==> src/rtl/cp0_commit_sequencer_pkg.sv <==
// Shared CP0 constants for the commit sequencer: register addresses, EXL bit,
// ExcCode width, sequencer state encoding and MTC0 write masks.
package cp0_commit_sequencer_pkg;

    localparam logic [7:0] EPC_ADDR    = 8'h70;  // {rd=14, sel=0}
    localparam logic [7:0] CAUSE_ADDR  = 8'h68;  // {rd=13, sel=0}
    localparam logic [7:0] STATUS_ADDR = 8'h60;  // {rd=12, sel=0}
    localparam logic [7:0] BADV_ADDR   = 8'h40;  // {rd=8,  sel=0}

    localparam int EXL_BIT    = 1;
    localparam int EXC_CODE_W = 5;

    localparam logic [31:0] EXL_MASK     = 32'h0000_0002;
    localparam logic [31:0] STATUS_WMASK = 32'h0000_FF03;
    localparam logic [31:0] CAUSE_WMASK  = 32'h0000_0300;

    typedef enum logic [2:0] {
        S_IDLE,
        S_EXC_EPC,
        S_EXC_CAUSE,
        S_EXC_BADV,
        S_EXC_STATUS,
        S_ERET_STATUS,
        S_DONE_EXC,
        S_DONE_ERET
    } state_t;

endpackage

==> src/rtl/cp0_write_mask.sv <==
// Combinational per-address mask of MTC0 data; only built when CP0_WRITE_MASK_EN
// is defined, so the default build carries no unused module.
`ifdef CP0_WRITE_MASK_EN
module cp0_write_mask
    import cp0_commit_sequencer_pkg::*;
(
    input  logic [7:0]  addr,
    input  logic [31:0] data_in,
    input  logic [31:0] status_in,
    input  logic [31:0] cause_in,
    output logic [31:0] data_out
);

    always_comb begin
        case (addr)
            STATUS_ADDR: data_out = (data_in & STATUS_WMASK) | (status_in & ~STATUS_WMASK);
            CAUSE_ADDR:  data_out = (data_in & CAUSE_WMASK)  | (cause_in  & ~CAUSE_WMASK);
            default:     data_out = data_in;
        endcase
    end

endmodule
`endif

==> src/rtl/cp0_commit_sequencer.sv <==
// Single-port CP0 write/read sequencer: MTC0/MFC0 pass-through when idle,
// multi-cycle exception-entry and ERET write sequences. Optional CP0_WRITE_MASK_EN.
module cp0_commit_sequencer
    import cp0_commit_sequencer_pkg::*;
(
    input  logic                  clk,
    input  logic                  rst,
    input  logic                  mem_cp0_write_en,
    input  logic                  mem_cp0_read_en,
    input  logic [7:0]            mem_cp0_addr,
    input  logic [31:0]           mem_cp0_write_data,
    input  logic                  exc_valid,
    input  logic [EXC_CODE_W-1:0] exc_code,
    input  logic [31:0]           exc_epc,
    input  logic                  exc_in_delay_slot,
    input  logic                  exc_has_badvaddr,
    input  logic [31:0]           exc_badvaddr,
    input  logic                  eret_valid,
    input  logic [31:0]           status_in,
    input  logic [31:0]           cause_in,
    output logic                  rf_we,
    output logic [7:0]            rf_waddr,
    output logic [31:0]           rf_wdata,
    output logic                  rf_re,
    output logic [7:0]            rf_raddr,
    output logic                  stall_req,
    output logic                  exc_done,
    output logic                  eret_done
);

    state_t                state;
    logic [EXC_CODE_W-1:0] code_q;
    logic [31:0]           epc_q;
    logic [31:0]           badv_q;
    logic                  bd_q;
    logic                  has_badv_q;
    logic                  epc_path_q;
    logic [31:0]           mtc0_data;
    logic [31:0]           cause_data;

`ifdef CP0_WRITE_MASK_EN
    cp0_write_mask u_write_mask (
        .addr      (mem_cp0_addr),
        .data_in   (mem_cp0_write_data),
        .status_in (status_in),
        .cause_in  (cause_in),
        .data_out  (mtc0_data)
    );
`else
    assign mtc0_data = mem_cp0_write_data;
`endif

    // NOTE: capture registers are plain flops (not a memory), so they reset with the state.
    always_ff @(posedge clk or posedge rst) begin
        if (rst) begin
            state      <= S_IDLE;
            code_q     <= '0;
            epc_q      <= '0;
            badv_q     <= '0;
            bd_q       <= 1'b0;
            has_badv_q <= 1'b0;
            epc_path_q <= 1'b0;
        end else begin
            case (state)
                S_IDLE: begin
                    if (exc_valid) begin
                        code_q     <= exc_code;
                        epc_q      <= exc_epc;
                        badv_q     <= exc_badvaddr;
                        bd_q       <= exc_in_delay_slot;
                        has_badv_q <= exc_has_badvaddr;
                        epc_path_q <= ~status_in[EXL_BIT];
                        // Nested exception (EXL already set) keeps the original EPC and BD.
                        state      <= status_in[EXL_BIT] ? S_EXC_CAUSE : S_EXC_EPC;
                    end else if (eret_valid) begin
                        state <= S_ERET_STATUS;
                    end
                end
                S_EXC_EPC:     state <= S_EXC_CAUSE;
                S_EXC_CAUSE:   state <= has_badv_q ? S_EXC_BADV : S_EXC_STATUS;
                S_EXC_BADV:    state <= S_EXC_STATUS;
                S_EXC_STATUS:  state <= S_DONE_EXC;
                S_ERET_STATUS: state <= S_DONE_ERET;
                default:       state <= S_IDLE;
            endcase
        end
    end

    always_comb begin
        cause_data      = cause_in;
        cause_data[6:2] = code_q;
        cause_data[31]  = epc_path_q ? bd_q : cause_in[31];
    end

    // NOTE: every output gets a default first so no path through the case infers a latch.
    always_comb begin
        rf_we    = 1'b0;
        rf_waddr = '0;
        rf_wdata = '0;
        rf_re    = 1'b0;
        rf_raddr = '0;
        case (state)
            S_IDLE: begin
                // A committing exception or ERET squashes the MEM instruction this cycle.
                if (!exc_valid && !eret_valid) begin
                    rf_we    = mem_cp0_write_en;
                    rf_waddr = mem_cp0_write_en ? mem_cp0_addr : '0;
                    rf_wdata = mem_cp0_write_en ? mtc0_data : '0;
                    rf_re    = mem_cp0_read_en;
                    rf_raddr = mem_cp0_read_en ? mem_cp0_addr : '0;
                end
            end
            S_EXC_EPC: begin
                rf_we    = 1'b1;
                rf_waddr = EPC_ADDR;
                rf_wdata = epc_q;
            end
            S_EXC_CAUSE: begin
                rf_we    = 1'b1;
                rf_waddr = CAUSE_ADDR;
                rf_wdata = cause_data;
            end
            S_EXC_BADV: begin
                rf_we    = 1'b1;
                rf_waddr = BADV_ADDR;
                rf_wdata = badv_q;
            end
            S_EXC_STATUS: begin
                rf_we    = 1'b1;
                rf_waddr = STATUS_ADDR;
                rf_wdata = status_in | EXL_MASK;
            end
            S_ERET_STATUS: begin
                rf_we    = 1'b1;
                rf_waddr = STATUS_ADDR;
                rf_wdata = status_in & ~EXL_MASK;
            end
            default: ;
        endcase
    end

    assign stall_req = (state != S_IDLE);
    assign exc_done  = (state == S_DONE_EXC);
    assign eret_done = (state == S_DONE_ERET);

endmodule
==> config.mk <==
export PLATFORM = sky130hd
export DESIGN_NAME = cp0_commit_sequencer
export DESIGN_NICKNAME = d
export VERILOG_FILES = /design/src/rtl/cp0_commit_sequencer_pkg.sv /design/src/rtl/cp0_write_mask.sv /design/src/rtl/cp0_commit_sequencer.sv
export SDC_FILE = /design/constraint.sdc
export NUM_CORES = 1
export LEC_CHECK = 0
export CORE_UTILIZATION = 40
export DETAILED_ROUTE_END_ITERATION = 8
export GPL_ROUTABILITY_DRIVEN = 1
export GPL_TIMING_DRIVEN = 0
export MAX_ROUTING_LAYER = met4
export PLACE_DENSITY = 0.86
export SYNTH_ARGS = -nofsm -noshare
export SYNTH_HDL_FRONTEND = slang
export SYNTH_HIERARCHICAL = 1
export SYNTH_SLANG_ARGS = --single-unit
export TNS_END_PERCENT = 20
==> constraint.sdc <==
create_clock -name clk -period 6.15 [get_ports clk]
set_input_delay 1.845 -clock clk [delete_from_list [all_inputs] [get_ports clk]]
set_output_delay 1.845 -clock clk [all_outputs]
set_load 0.03 [all_outputs]
==> impl_metrics.json <==
{
  "antenna_cells": 0,
  "tightestPinTransition_ns": 0.919,
  "fmax_ghz": 0.172,
  "reg2regPathDepth": 6,
  "start_util_pct": 41.4,
  "hold_buffers": 0,
  "status": "completed",
  "worstPathMaxFanout": 10,
  "fill_cells": 831,
  "grt_start_max_net_pins": 76,
  "regArea_um2": 1880,
  "hold_violations": 0,
  "p_leak_nw": 3.07,
  "grt_first_pass_wirelength_mm": 22.0,
  "crit_arrival_ns": 3.97,
  "seqPwrFrac_pct": 25.8,
  "grt-ovfl-total": 0,
  "clkSinkCount": 75,
  "crit_chain": "clkdlybuf4s50_1, nor2_1, and3_1, buf_2, buf_4, a221o_1, clkdlybuf4s50_1",
  "total_power_mw": 3.52,
  "ctsLongestPathBuffers": 2,
  "finalCritPeriodShare_pct": 94.6,
  "cp_num_buf_inv": 4,
  "ir_drop_mv": 0.222,
  "multiInputGateArea_um2": 2280,
  "setup_violations": 0,
  "via_per_inst": 5.41,
  "io_pins": 234,
  "dpl.hpwl_mm": 11.1,
  "cts_inserted_buffers": 9,
  "drc": 0,
  "r2r_start": "state[1]",
  "ys_ff_latch": 75,
  "powerDensity_nw_per_um2": 486,
  "first_pass_iters": 4,
  "worst_path_dominant_cell_family": "buffers and inverters",
  "cts_setup_buffers": 0,
  "r2r-end": "code_q[1]",
  "syn_nets": 502,
  "drive_above_1_share_pct": 21.8,
  "rows": 38,
  "die_y_um": 108,
  "crit_path_start": "exc_valid",
  "cp_common_cell": "clkdlybuf4s50_1",
  "vias": 3806,
  "p_clk_share_pct": 14.3,
  "fin_tns_setup_ns": 0,
  "critPathLaunchType": "input port",
  "finalWorstPathRequiredPeriod_ns": 5.82,
  "synth_cells": 321,
  "grt_pass1_vias": 4128,
  "endpoint": "rf_wdata[8]",
  "critPathSlowestCell": "clkdlybuf4s50_1",
  "ant_nets": 0,
  "switchingPower_mw": 1.31,
  "finClkSkew_ns": 0.0136,
  "die-area_um2": 11700,
  "crit_required_ns": 4.30,
  "grtUsageTotal_pct": 26.1,
  "p_comb_share_pct": 59.9,
  "cts_resized": 0,
  "area_growth_pct": 60.4,
  "hp-class": "reg2reg",
  "relSlewSlack_pct": 38.7,
  "dr.first_iter.drc_count": 212,
  "synth_area_um2": 4510,
  "finalWirelength_mm": 14.7,
  "intPower_mw": 2.20,
  "synth.distinct_cells": 30,
  "coreArea_um2": 10900,
  "final_nets": 741,
  "drv_slew": 0,
  "io_buffers": 228,
  "p_sw_share_pct": 37.4,
  "worstSetupPathDepth": 7,
  "yosysSeqAreaShare_pct": 41.6,
  "grt_antenna_before_repair": 0,
  "cts_max_level": 3,
  "endpoint_kind": "primary output",
  "fin_util_pct": 66.4,
  "cts_tree": "done",
  "grt_setup_unrepaired": "no",
  "rrSetupSlack_ns": 4.52,
  "root_buffer": "clkbuf_8",
  "place_congestion": 0.916,
  "worst_skew_pair.late_latency_ns": 0.35,
  "synth_area_per_cell_um2": 14.0,
  "cts.reportedPaths.clkPinSlew_ns": 0.07,
  "max-cap-violations": 0,
  "chipWidth_um": 108,
  "slowest_delay_ns": 0.68,
  "ys_warn_count": 6,
  "path_class": "in2out",
  "wire_per_inst_um": 20.8
}
==> registers in the layout, indices dropped and copies added, names as in the netlist <==
| register | cells |
|---|---|
| has_badv_q | 1 |
| epc_q | 32 |
| state | 3 |
| code_q | 5 |
| epc_path_q | 1 |
| bd_q | 1 |
| badv_q | 32 |
==> worst register-to-register path, stage by stage (launching register included) <==
cell and delay [ns]:
dfrtp_1 0.37, buf_6 0.13, nor3_4 0.20, and2_4 0.19
buf_12 0.16, buf_12 0.17, mux2_4 0.31
==> cells in the mapped netlist <==
library cell	instances	area, um^2
a22o_1	5	43.8
a221o_1	31	310
and2_4	1	8.76
and2_1	12	75.1
nand2_1	3	11.3
nor2_1	4	15.0
buf_4	3	22.5
o21ai_0	2	10.0
dfrtp_1	75	1880
a211oi_1	2	15.0
buf_2	10	50.1
mux2i_1	31	310
nand2b_1	1	6.26
nand3_1	1	5.00
nor2b_1	2	12.5
a211o_1	2	17.5
nor3_4	1	16.3
nor3_1	1	5.00
buf_12	8	160
nor3b_4	1	18.8
o2bb2ai_1	29	254
a21oi_1	2	10.0
nor3b_1	1	7.51
mux2_2	5	56.3
a21o_1	3	22.5
mux2_4	69	1040
clkbuf_1	1	3.75
buf_6	9	101
inv_1	4	15.0
and3_1	2	12.5
==> cells in the final DEF, fill, tap and decap left out, types with 2 or more instances in the layout <==
master           count
clkbuf_8            10
and2_1              12
a21o_1               3
a22o_1               5
mux2_2               5
clkdlybuf4s50_1    228
nor2b_1              2
a211oi_1             2
nor2_1               4
inv_1                3
and3_1               2
bufinv_16            4
buf_12               8
a221o_1             31
a211o_1              2
buf_4                3
nand2_1              3
buf_2               10
a21oi_1              2
dfrtp_1             75
mux2i_1             31
o21ai_0              2
mux2_4              69
o2bb2ai_1           29
buf_6                9
==> logic make-up (layout without fill, tap and decap cells) <==
| logic type | Yosys count | count (layout) | share of synthesized area, % |
|---|---|---|---|
| AO/OA/AOI/OAI | 76 | 76 | 15.1 |
| flip-flops | 75 | 75 | 41.6 |
| multiplexers | 105 | 105 | 31.1 |
| buffers and inverters | 35 | 278 | 7.82 |
| AND/OR/NAND/NOR | 30 | 30 | 4.30 |
==> stage by stage <==
| stage | setup WS (ns) | std cells | hold slack [ns] | cell area (um^2) |
|---|---|---|---|---|
| floorplan | 1.41 | 321 | 0.476 | 4510 |
| global placement | 0.383 | 689 | 0.486 | 6970 |
| detailed placement | 0.373 | 689 | 0.494 | 6970 |
| CTS | 0.369 | 704 | 0.514 | 7230 |
| global route | 0.277 | 704 | 0.528 | 7230 |
| finish | 0.331 | 704 | 0.515 | 7230 |
==> layout make-up <==
cell class | count | area share [%]
repair buffers | 228 | 31.6
multi-input cells | 211 | 31.5
flip-flops and latches | 75 | 26.0
plain buffers | 31 | 4.67
well taps | 140 | 2.42
clock buffers | 10 | 1.90
clock inverters | 5 | 1.73
inverters | 4 | 0.242
==> power groups by stage <==
stage / logic, mW / clock network [mW] / registers, mW
floorplan: 1.47 / 0 / 0.853
global placement: 2.06 / 0 / 0.889
detailed placement: 2.10 / 0 / 0.909
CTS: 2.11 / 0.510 / 0.905
global route: 2.22 / 0.527 / 0.933
finish: 2.11 / 0.502 / 0.907
==> how the worst min path moves through the flow <==
stage	cells past startpoint	from	endpoint
after floorplan	1	badv_q[3]	badv_q[3]
after global placement	1	badv_q[5]	badv_q[5]
after detailed placement	1	badv_q[0]	badv_q[0]
after CTS	1	badv_q[0]	badv_q[0]
after global routing	1	epc_q[31]	epc_q[31]
final	1	badv_q[0]	badv_q[0]
==> metal layers <==
metal | vias to the layer above | part of all wire, % | GRT usage (%)
met5 | - | 0 | -
li1 | 1714 | - | -
met1 | 1912 | 43 | 31.9
met4 | 0 | 2.7 | 10.5
met2 | 150 | 50 | 42.9
met3 | 30 | 5.3 | 4.40
Power figures use the tool's default switching activity.
